**src/rtl/regfile_wb_arbiter_pkg.sv**
```systemverilog
// Shared constants and helpers for the register-file writeback arbiter and
// other shared-port arbiters built from rr_arbiter.
package regfile_wb_arbiter_pkg;

  localparam int ADDR_W_DEF = 5;
  localparam int DATA_W_DEF = 32;
  localparam int CNT_W_DEF  = 16;

  // Register index that is hardwired to zero in the register file.
  localparam int REG_ZERO = 0;

  // LSB position of field idx in a vector packed as idx*w +: w.
  function automatic int slice_lsb(input int idx, input int w);
    return idx * w;
  endfunction

endpackage

```
**src/rtl/regfile_wb_arbiter_rr_arbiter.sv**
```systemverilog
// Combinational round-robin arbiter: first valid requester at or above ptr,
// wrapping modulo NUM_REQ, gives a one-hot grant plus its encoded index.
module regfile_wb_arbiter_rr_arbiter #(
  parameter int NUM_REQ = 3,
  parameter int IDX_W   = $clog2(NUM_REQ)
) (
  input  logic [NUM_REQ-1:0] valid,
  input  logic [IDX_W-1:0]   ptr,
  input  logic               enable,
  output logic [NUM_REQ-1:0] grant,
  output logic [IDX_W-1:0]   grant_idx,
  output logic               grant_any
);

  always_comb begin
    int c;
    logic [IDX_W-1:0] cand;
    grant     = '0;
    grant_idx = '0;
    grant_any = 1'b0;
    c         = 0;
    cand      = '0;
    if (enable) begin
      for (int k = 0; k < NUM_REQ; k++) begin
        c = int'(ptr) + k;
        if (c >= NUM_REQ) c = c - NUM_REQ;
        cand = IDX_W'(c);
        if (!grant_any && valid[cand]) begin
          grant[cand] = 1'b1;
          grant_idx   = cand;
          grant_any   = 1'b1;
        end
      end
    end
  end

endmodule

```
**src/rtl/regfile_wb_arbiter.sv**
```systemverilog
// Shares the register-file write port among NUM_REQ writeback sources through
// a round-robin grant feeding one registered output stage.
module regfile_wb_arbiter
  import regfile_wb_arbiter_pkg::*;
#(
  parameter int NUM_REQ = 3,
  parameter int ADDR_W  = ADDR_W_DEF,
  parameter int DATA_W  = DATA_W_DEF,
  parameter int CNT_W   = CNT_W_DEF
) (
  input  logic                      clock,
  input  logic                      reset_n,
  input  logic [NUM_REQ-1:0]        req_valid,
  output logic [NUM_REQ-1:0]        req_ready,
  input  logic [NUM_REQ*ADDR_W-1:0] req_reg,
  input  logic [NUM_REQ*DATA_W-1:0] req_data,
  input  logic                      wb_hold,
  output logic                      rf_reg_write,
  output logic [ADDR_W-1:0]         rf_write_reg,
  output logic [DATA_W-1:0]         rf_write_data,
  input  logic [ADDR_W-1:0]         query_reg,
  output logic                      query_hit,
  output logic [CNT_W-1:0]          write_count
);

  localparam int IDX_W      = $clog2(NUM_REQ);
  localparam int REG_LSB_W  = $clog2(NUM_REQ * ADDR_W);
  localparam int DATA_LSB_W = $clog2(NUM_REQ * DATA_W);
  localparam logic [ADDR_W-1:0] ZERO_IDX = ADDR_W'(REG_ZERO);

  logic [IDX_W-1:0]   rr_ptr;
  logic [IDX_W-1:0]   grant_idx;
  logic [IDX_W-1:0]   ptr_next;
  logic [NUM_REQ-1:0] grant;
  logic               handshake;
  logic [ADDR_W-1:0]  sel_reg;
  logic [DATA_W-1:0]  sel_data;

  // Gating with reset_n keeps ready low for the whole time reset is asserted,
  // not just from the first edge.
  regfile_wb_arbiter_rr_arbiter #(
    .NUM_REQ (NUM_REQ),
    .IDX_W   (IDX_W)
  ) u_rr_arbiter (
    .valid     (req_valid),
    .ptr       (rr_ptr),
    .enable    (!wb_hold && reset_n),
    .grant     (grant),
    .grant_idx (grant_idx),
    .grant_any (handshake)
  );

  assign req_ready = grant;

  assign sel_reg  = req_reg[REG_LSB_W'(slice_lsb(int'(grant_idx), ADDR_W)) +: ADDR_W];
  assign sel_data = req_data[DATA_LSB_W'(slice_lsb(int'(grant_idx), DATA_W)) +: DATA_W];

  assign ptr_next = (grant_idx == IDX_W'(NUM_REQ - 1)) ? '0 : grant_idx + IDX_W'(1);

  always_ff @(posedge clock or negedge reset_n) begin
    if (!reset_n) begin
      rr_ptr        <= '0;
      rf_reg_write  <= 1'b0;
      rf_write_reg  <= '0;
      rf_write_data <= '0;
      write_count   <= '0;
    end else if (!wb_hold) begin
      if (handshake) begin
        rr_ptr        <= ptr_next;
        rf_write_reg  <= sel_reg;
        rf_write_data <= sel_data;
        // r0 writes complete the handshake but are never enabled toward the file.
        rf_reg_write  <= (sel_reg != ZERO_IDX);
        write_count   <= write_count + CNT_W'(1);
      end else begin
        rf_reg_write  <= 1'b0;
      end
    end
  end

  assign query_hit = rf_reg_write && (rf_write_reg == query_reg) && (query_reg != ZERO_IDX);

endmodule

```
**config.mk**
```make
export PLATFORM = sky130hd
export DESIGN_NAME = regfile_wb_arbiter
export DESIGN_NICKNAME = d
export VERILOG_FILES = /design/src/rtl/regfile_wb_arbiter_pkg.sv /design/src/rtl/regfile_wb_arbiter_rr_arbiter.sv /design/src/rtl/regfile_wb_arbiter.sv
export SDC_FILE = /design/constraint.sdc
export NUM_CORES = 1
export LEC_CHECK = 0
export CORE_MARGIN = 2
export CORE_UTILIZATION = 40
export DETAILED_ROUTE_END_ITERATION = 6
export DONT_BUFFER_PORTS = 1
export PLACE_DENSITY = 0.62
export SYNTH_ARGS = -nofsm -noshare
export SYNTH_HDL_FRONTEND = slang
export SYNTH_SLANG_ARGS = --single-unit
```
**constraint.sdc**
```tcl
create_clock -name clock -period 2.3 [get_ports clock]
set_clock_uncertainty 0.2 [all_clocks]
set_input_delay 0.23 -clock clock [delete_from_list [all_inputs] [get_ports clock]]
set_output_delay 0.23 -clock clock [all_outputs]
set_load 0.01 [all_outputs]
```
==> metrics.txt, run 1 <==
outcome=finished with violations; failing checks=negative setup slack; final period utilization=105%; row cnt=31; Clock Sinks=56; Starting Density=41.0%; max reg flops=32; Syn Nets=400; root buffer cell=clkbuf_8; initial antenna violation count=0; Max Freq=0.415 GHz; Critical Path Sink Type=register; Main synth FF type=dfrtp_1; Worst setup SP type=register; Worst slew margin=67.8%; DR vias=2713; number of global-route vias before repair=2717; Fin. Hold Viols=0; register area share after synthesis=47.3%; DRC violations left=0; layout filler cell count=573; commonest non-fill, non-tap cell in the layout=dlygate4sd3_1; fin area=0.00446 mm^2; I/O Buffers=0; drt wl/cell=19.6 um; Post-Route Utilization=61.8%; worst hold path type=in2reg; core area=0.00721 mm^2; fin crit period=2410 ps; Slew @ Worst Pin=483 ps; Gate Count Post-Synth=273; H-tree depth=2; Synth area leader=dfrtp_1; Slew Limit Fails=0; Max FO, Critical Path=8; largest net degree at the start of global routing=57; share of layout cells above drive strength 1=20.4%; first-pass GRT wire length=13.8 mm; Worst Path Required=2360 ps; Syn Area/Cell=10.8 um^2; ANT nets after route=0; Global Route Usage Sum=20.8%; Inserted Clock Buffers=5; 1st-iter DRT viols=102; Area Overhead vs Synth=50.6%; Synth Warn #=0; wire length after detailed routing=9.33 mm; clock buffer depth=2; final setup vio count=42; number of synthesized register bits=56; Post-synth EDFFs=0; CP Class=reg2reg; most frequent cells in the layout=dlygate4sd3_1, dfrtp_1, a21o_1; pwr dens=1080 mW/mm^2; post-route setup slack=-109 ps; leakage=2.04 nW; CTS clk-pin slew, worst paths=110 ps; Die Y=90.0 um; Layout Nets=504; CTS tree=yes; Synth area leaders=dfrtp_1, a22o_1, a21o_1, xnor2_1, xor2_1; crit path DAT=2470 ps; Yosys cell types=45; Yosys top cell area share=47.3%; Placed Area=0.00317 mm^2; RSZ-0062 raised after global routing=true; Peak VDD IR=0.000524 V; DPL Wire Length=4.90 mm; # diodes=0; RD Place Congestion=0.770; grt ovf=0; I/O pin count=180; Cell Area, Synth=0.00296 mm^2; ys async rst share=100%; full die area=0.00811 mm^2; clk_lat worst skew=310 ps; final hold slack=32.6 ps; Max-Cap Viols=0; First-pass DRT Iterations=4; via/cell ratio=5.69; Die X=90.0 um
synth_stat cells (3+ instances only):
cell type,n
a21oi_1,4
buf_6,4
o21ai_0,3
nor4_1,4
a21o_1,33
xnor2_1,10
a22o_1,32
nor2_1,20
nand3_1,7
dfrtp_1,56
buf_4,6
a221oi_1,6
nand4_1,6
buf_2,7
ha_1,5
inv_1,5
xor2_1,9
nand2_1,11
nand2b_1,3
nor3_1,5
nor2b_1,5
worst paths after layout:
| path | cells after the start | slack (ps) | to | startpoint |
|---|---|---|---|---|
| worst min-delay path | 3 | 30 | rf_reg_write$_DFFE_PN0N_ | req_reg[9] |
| worst min register to register | 1 | 350 | write_count[15]$_DFFE_PN0P_ | write_count[15]$_DFFE_PN0P_ |
| min in group asynchronous | 2 | 240 | rf_write_data[2]$_DFFE_PN0P_ | reset_n |
| max in group asynchronous | 2 | 1430 | rf_write_data[0]$_DFFE_PN0P_ | reset_n |
| worst max-delay path | 10 | -110 | rf_write_data[16]$_DFFE_PN0P_ | rr_ptr[1]$_DFFE_PN0P_ |
| worst max register to register | 10 | -110 | rf_write_data[16]$_DFFE_PN0P_ | rr_ptr[1]$_DFFE_PN0P_ |
where the power goes:
group	leakage, nW	switching [mW]	internal (mW)
clock	0.0423	0.359	0.223
combinational	1.30	0.993	1.33
sequential	0.695	0.561	1.37
routing by layer:
metal  wire length (um)  up-vias  GRT usage [%]
li1                   -     1217              -
met1               3750     1341           25.6
met2               4570      140           35.5
met3                870       15           6.71
met4                138        0           5.38
met5                  0        -              0
critical path, stage by stage, from the launching register on:
cell	delay [ps]
dfrtp_1	430
ha_4	320
buf_6	110
buf_4	100
nand2b_1	90
o21ai_1	100
a2111oi_4	400
buf_4	220
clkbuf_16	160
a22o_1	130
a21o_1	90
layout make-up:
class | count | area [um^2] | share of cell area (%)
clock inverters | 3 | 26.3 | 0.589
multi-input cells | 192 | 1570 | 35.3
well taps | 99 | 124 | 2.78
clock buffers | 5 | 68.8 | 1.54
inverters | 6 | 22.5 | 0.505
flip-flops and latches | 56 | 1400 | 31.4
repair buffers | 116 | 1240 | 27.9
logic make-up (layout without fill, tap and decap cells):
kind of cell | count (synthesis) | count (layout) | share of synthesized area [%]
compound gates | 97 | 97 | 27.1
simple gates | 71 | 71 | 12.6
flops | 56 | 56 | 47.3
buf+inv | 25 | 130 | 5.24
xor+xnor | 19 | 19 | 5.62
fa+ha+maj | 5 | 5 | 2.11
metrics by stage:
step                      setup TNS (ps)  cells  total power [mW]  setup slack [ps]
after floorplan                        0    273              3.08              26.7
after global placement             -13.3    372              3.50             -13.3
after detailed placement            -279    372              3.54             -23.0
after CTS                          -1750    469              4.55             -91.2
after global routing               -7090    477              5.10              -180
final                              -2770    477              4.83              -109
timing repair:
action	in CTS	in global routing
pin swaps	17	28
setup buffers	11	5
gates resized for setup	30	15
endpoints found under the hold margin	94	0
endpoints found under the setup margin	37	58
cloned	1	4
hold buffers	77	0
Power figures use the tool's default switching activity.
==> run 2: changes to the inputs <==
CORE_ASPECT_RATIO = 0.75   (was default)
==> metrics.txt, run 2 (synthesis results as in run 1) <==
multi-input logic area=0.00158 mm^2 (was 0.00157 mm^2); max reg flops=32 (unchanged); Worst path depth=9 (was 10); hold_sp=req_reg[9] (unchanged); Peak VDD IR=0.000523 V (was 0.000524 V); leakage=2.02 nW (was 2.04 nW); slowest library cell on the worst path=dfrtp_2 (was dfrtp_1); Die X=103 um (was 90.0 um); Max Freq=0.422 GHz (was 0.415 GHz); Die Y=78.5 um (was 90.0 um); Worst Path Required=2350 ps (was 2360 ps); Worst setup endpoint=rf_write_data[21]$_DFFE_PN0P_ (was rf_write_data[16]$_DFFE_PN0P_); Worst setup SP type=register (unchanged); setup_tns=-1210 ps (was -2770 ps); initial antenna violation count=0 (unchanged); I/O pin count=180 (unchanged); crit path launch=rr_ptr[1]$_DFFE_PN0P_ (unchanged); CP bufs+invs=3 (was 4); outcome=finished with violations (unchanged); worst hold path type=in2reg (unchanged); reg2reg setup slack=-70 ps (was -110 ps); Layout Nets=499 (was 504); clk_lat worst skew=300 ps (was 310 ps); post-route insts no fill=474 (was 477); final setup vio count=28 (was 42); RSZ-0062 raised after global routing=true (unchanged); delay-heaviest family, CP=compound AO/OA/AOI/OAI gates (unchanged); Global Route Usage Sum=20.4% (was 20.8%); Max-Cap Viols=0 (unchanged); Critical R2R Launch=rr_ptr[1]$_DFFE_PN0P_ (unchanged); DRC violations left=0 (unchanged); Clock Sinks=56 (unchanged); wire length after detailed routing=8.97 mm (was 9.33 mm); commonest non-fill, non-tap cell in the layout=dlygate4sd3_1 (unchanged); 1st-iter DRT viols=156 (was 102); Fin. Hold Viols=0 (unchanged); # diodes=0 (unchanged); via/cell ratio=5.66 (was 5.69); Area Overhead vs Synth=48.4% (was 50.6%); grt ovf=0 (unchanged); Worst slew margin=74.9% (was 67.8%); post-route setup slack=-68.8 ps (was -109 ps); Slew @ Worst Pin=376 ps (was 483 ps); failing checks=negative setup slack (unchanged); CP max stage delay=450 ps (was 430 ps); largest net degree at the start of global routing=57 (unchanged); most frequent cells in the layout=dlygate4sd3_1, dfrtp_1, a21o_1 (unchanged); Max FO, Critical Path=10 (was 8); Placed Instances=379 (was 372); Critical Path Sink Type=register (unchanged); layout filler cell count=583 (was 573); ANT nets after route=0 (unchanged); core area=0.00726 mm^2 (was 0.00721 mm^2); CTS clk-pin slew, worst paths=110 ps (about the same); full die area=0.00811 mm^2 (about the same); H-tree depth=2 (unchanged); fin crit period=2370 ps (was 2410 ps); final period utilization=103% (was 105%); first-pass GRT wire length=13.1 mm (was 13.8 mm); FF/Latch Area=0.00140 mm^2 (about the same); Starting Density=40.8% (was 41.0%); reg2reg path depth=9 (was 10); pre-CTS setup slack=-33.6 ps (was -23.0 ps); CTS tree=yes (unchanged); RD Place Congestion=0.920 (was 0.770); CP Cell Sequence=ha_4, buf_4, nand2b_1, o21ai_2, a2111oi_4, buf_6, clkbuf_16, a22o_1, a21o_1 (was ha_4, buf_6, buf_4, nand2b_1, o21ai_1, a2111oi_4, buf_4, clkbuf_16, a22o_1, a21o_1); I/O Buffers=0 (unchanged); CP Class=reg2reg (unchanged); share of layout cells above drive strength 1=20.9% (was 20.4%); crit path DAT=2420 ps (was 2470 ps); DR vias=2683 (was 2713); First-pass DRT Iterations=4 (unchanged); Inserted Clock Buffers=5 (unchanged); clock buffer depth=2 (unchanged); Slew Limit Fails=0 (unchanged); DPL Wire Length=5.07 mm (was 4.90 mm); worst r2r dst=rf_write_data[21]$_DFFE_PN0P_ (was rf_write_data[16]$_DFFE_PN0P_); root buffer cell=clkbuf_8 (unchanged); row cnt=27 (was 31); number of global-route vias before repair=2721 (was 2717); drt wl/cell=18.9 um (was 19.6 um); pwr dens=1050 mW/mm^2 (was 1080 mW/mm^2)
run 2: repair_timing:
item	4_1_cts	5_1_grt
setup endpoints to repair	46	56
hold buffers	77	0
buffers inserted	3	3
hold endpoints to repair	94	0
cloned	0	4
gates resized for setup	16	24
pin swaps	7	12
run 2: per-layer routing:
layer  wire [um]  track usage [%]
met5           0                0
met1        3710             26.0
met2        4500             33.9
met3         636             5.25
met4         125             6.18
run 2: cell type report:
type | instances | share of cell area [%]
multi-input combinational | 192 | 36.1
sequential | 56 | 31.9
timing repair buffer | 111 | 26.4
tap | 101 | 2.88
clock buffer | 6 | 1.88
inverter | 6 | 0.513
clock inverter | 2 | 0.342
run 2: tightest hold or removal path, delay by kind of cell:
kind	cells	cell delay, ps
AND/OR/NAND/NOR	1	80
AO/OA/AOI/OAI	2	210
run 2: power breakdown:
part,total (mW),switching (mW),internal [mW]
Sequential,1.94,0.569,1.37
Clock,0.566,0.321,0.245
Combinational,2.11,0.934,1.17
run 2: metrics by stage:
| step | hold slack, ps | power (mW) | util (%) | area [um^2] |
|---|---|---|---|---|
| global placement | -265 | 3.56 | 44.3 | 3220 |
| global route | 47.6 | 4.93 | 60.5 | 4390 |
| floorplan | -266 | 3.08 | - | 2980 |
| finish | 44.2 | 4.62 | 60.5 | 4390 |
| CTS | 21.4 | 4.42 | 57.7 | 4190 |
| detailed placement | -264 | 3.60 | 44.3 | 3220 |
run 2: worst min-delay path by stage:
stage	slack, ps	cells after the start	endpoint
global placement	-260	0	write_count[6]$_DFFE_PN0P_
finish	40	3	rf_reg_write$_DFFE_PN0N_
detailed placement	-260	0	write_count[5]$_DFFE_PN0P_
global route	50	3	rf_reg_write$_DFFE_PN0N_
floorplan	-270	0	rf_reg_write$_DFFE_PN0N_
CTS	20	3	rf_reg_write$_DFFE_PN0N_
==> run 3: changes to the inputs <==
GPL_ROUTABILITY_DRIVEN = 0   (was default)
==> results of run 3 <==
No change in the layout: final DEF, timing and power equal those of run 2.
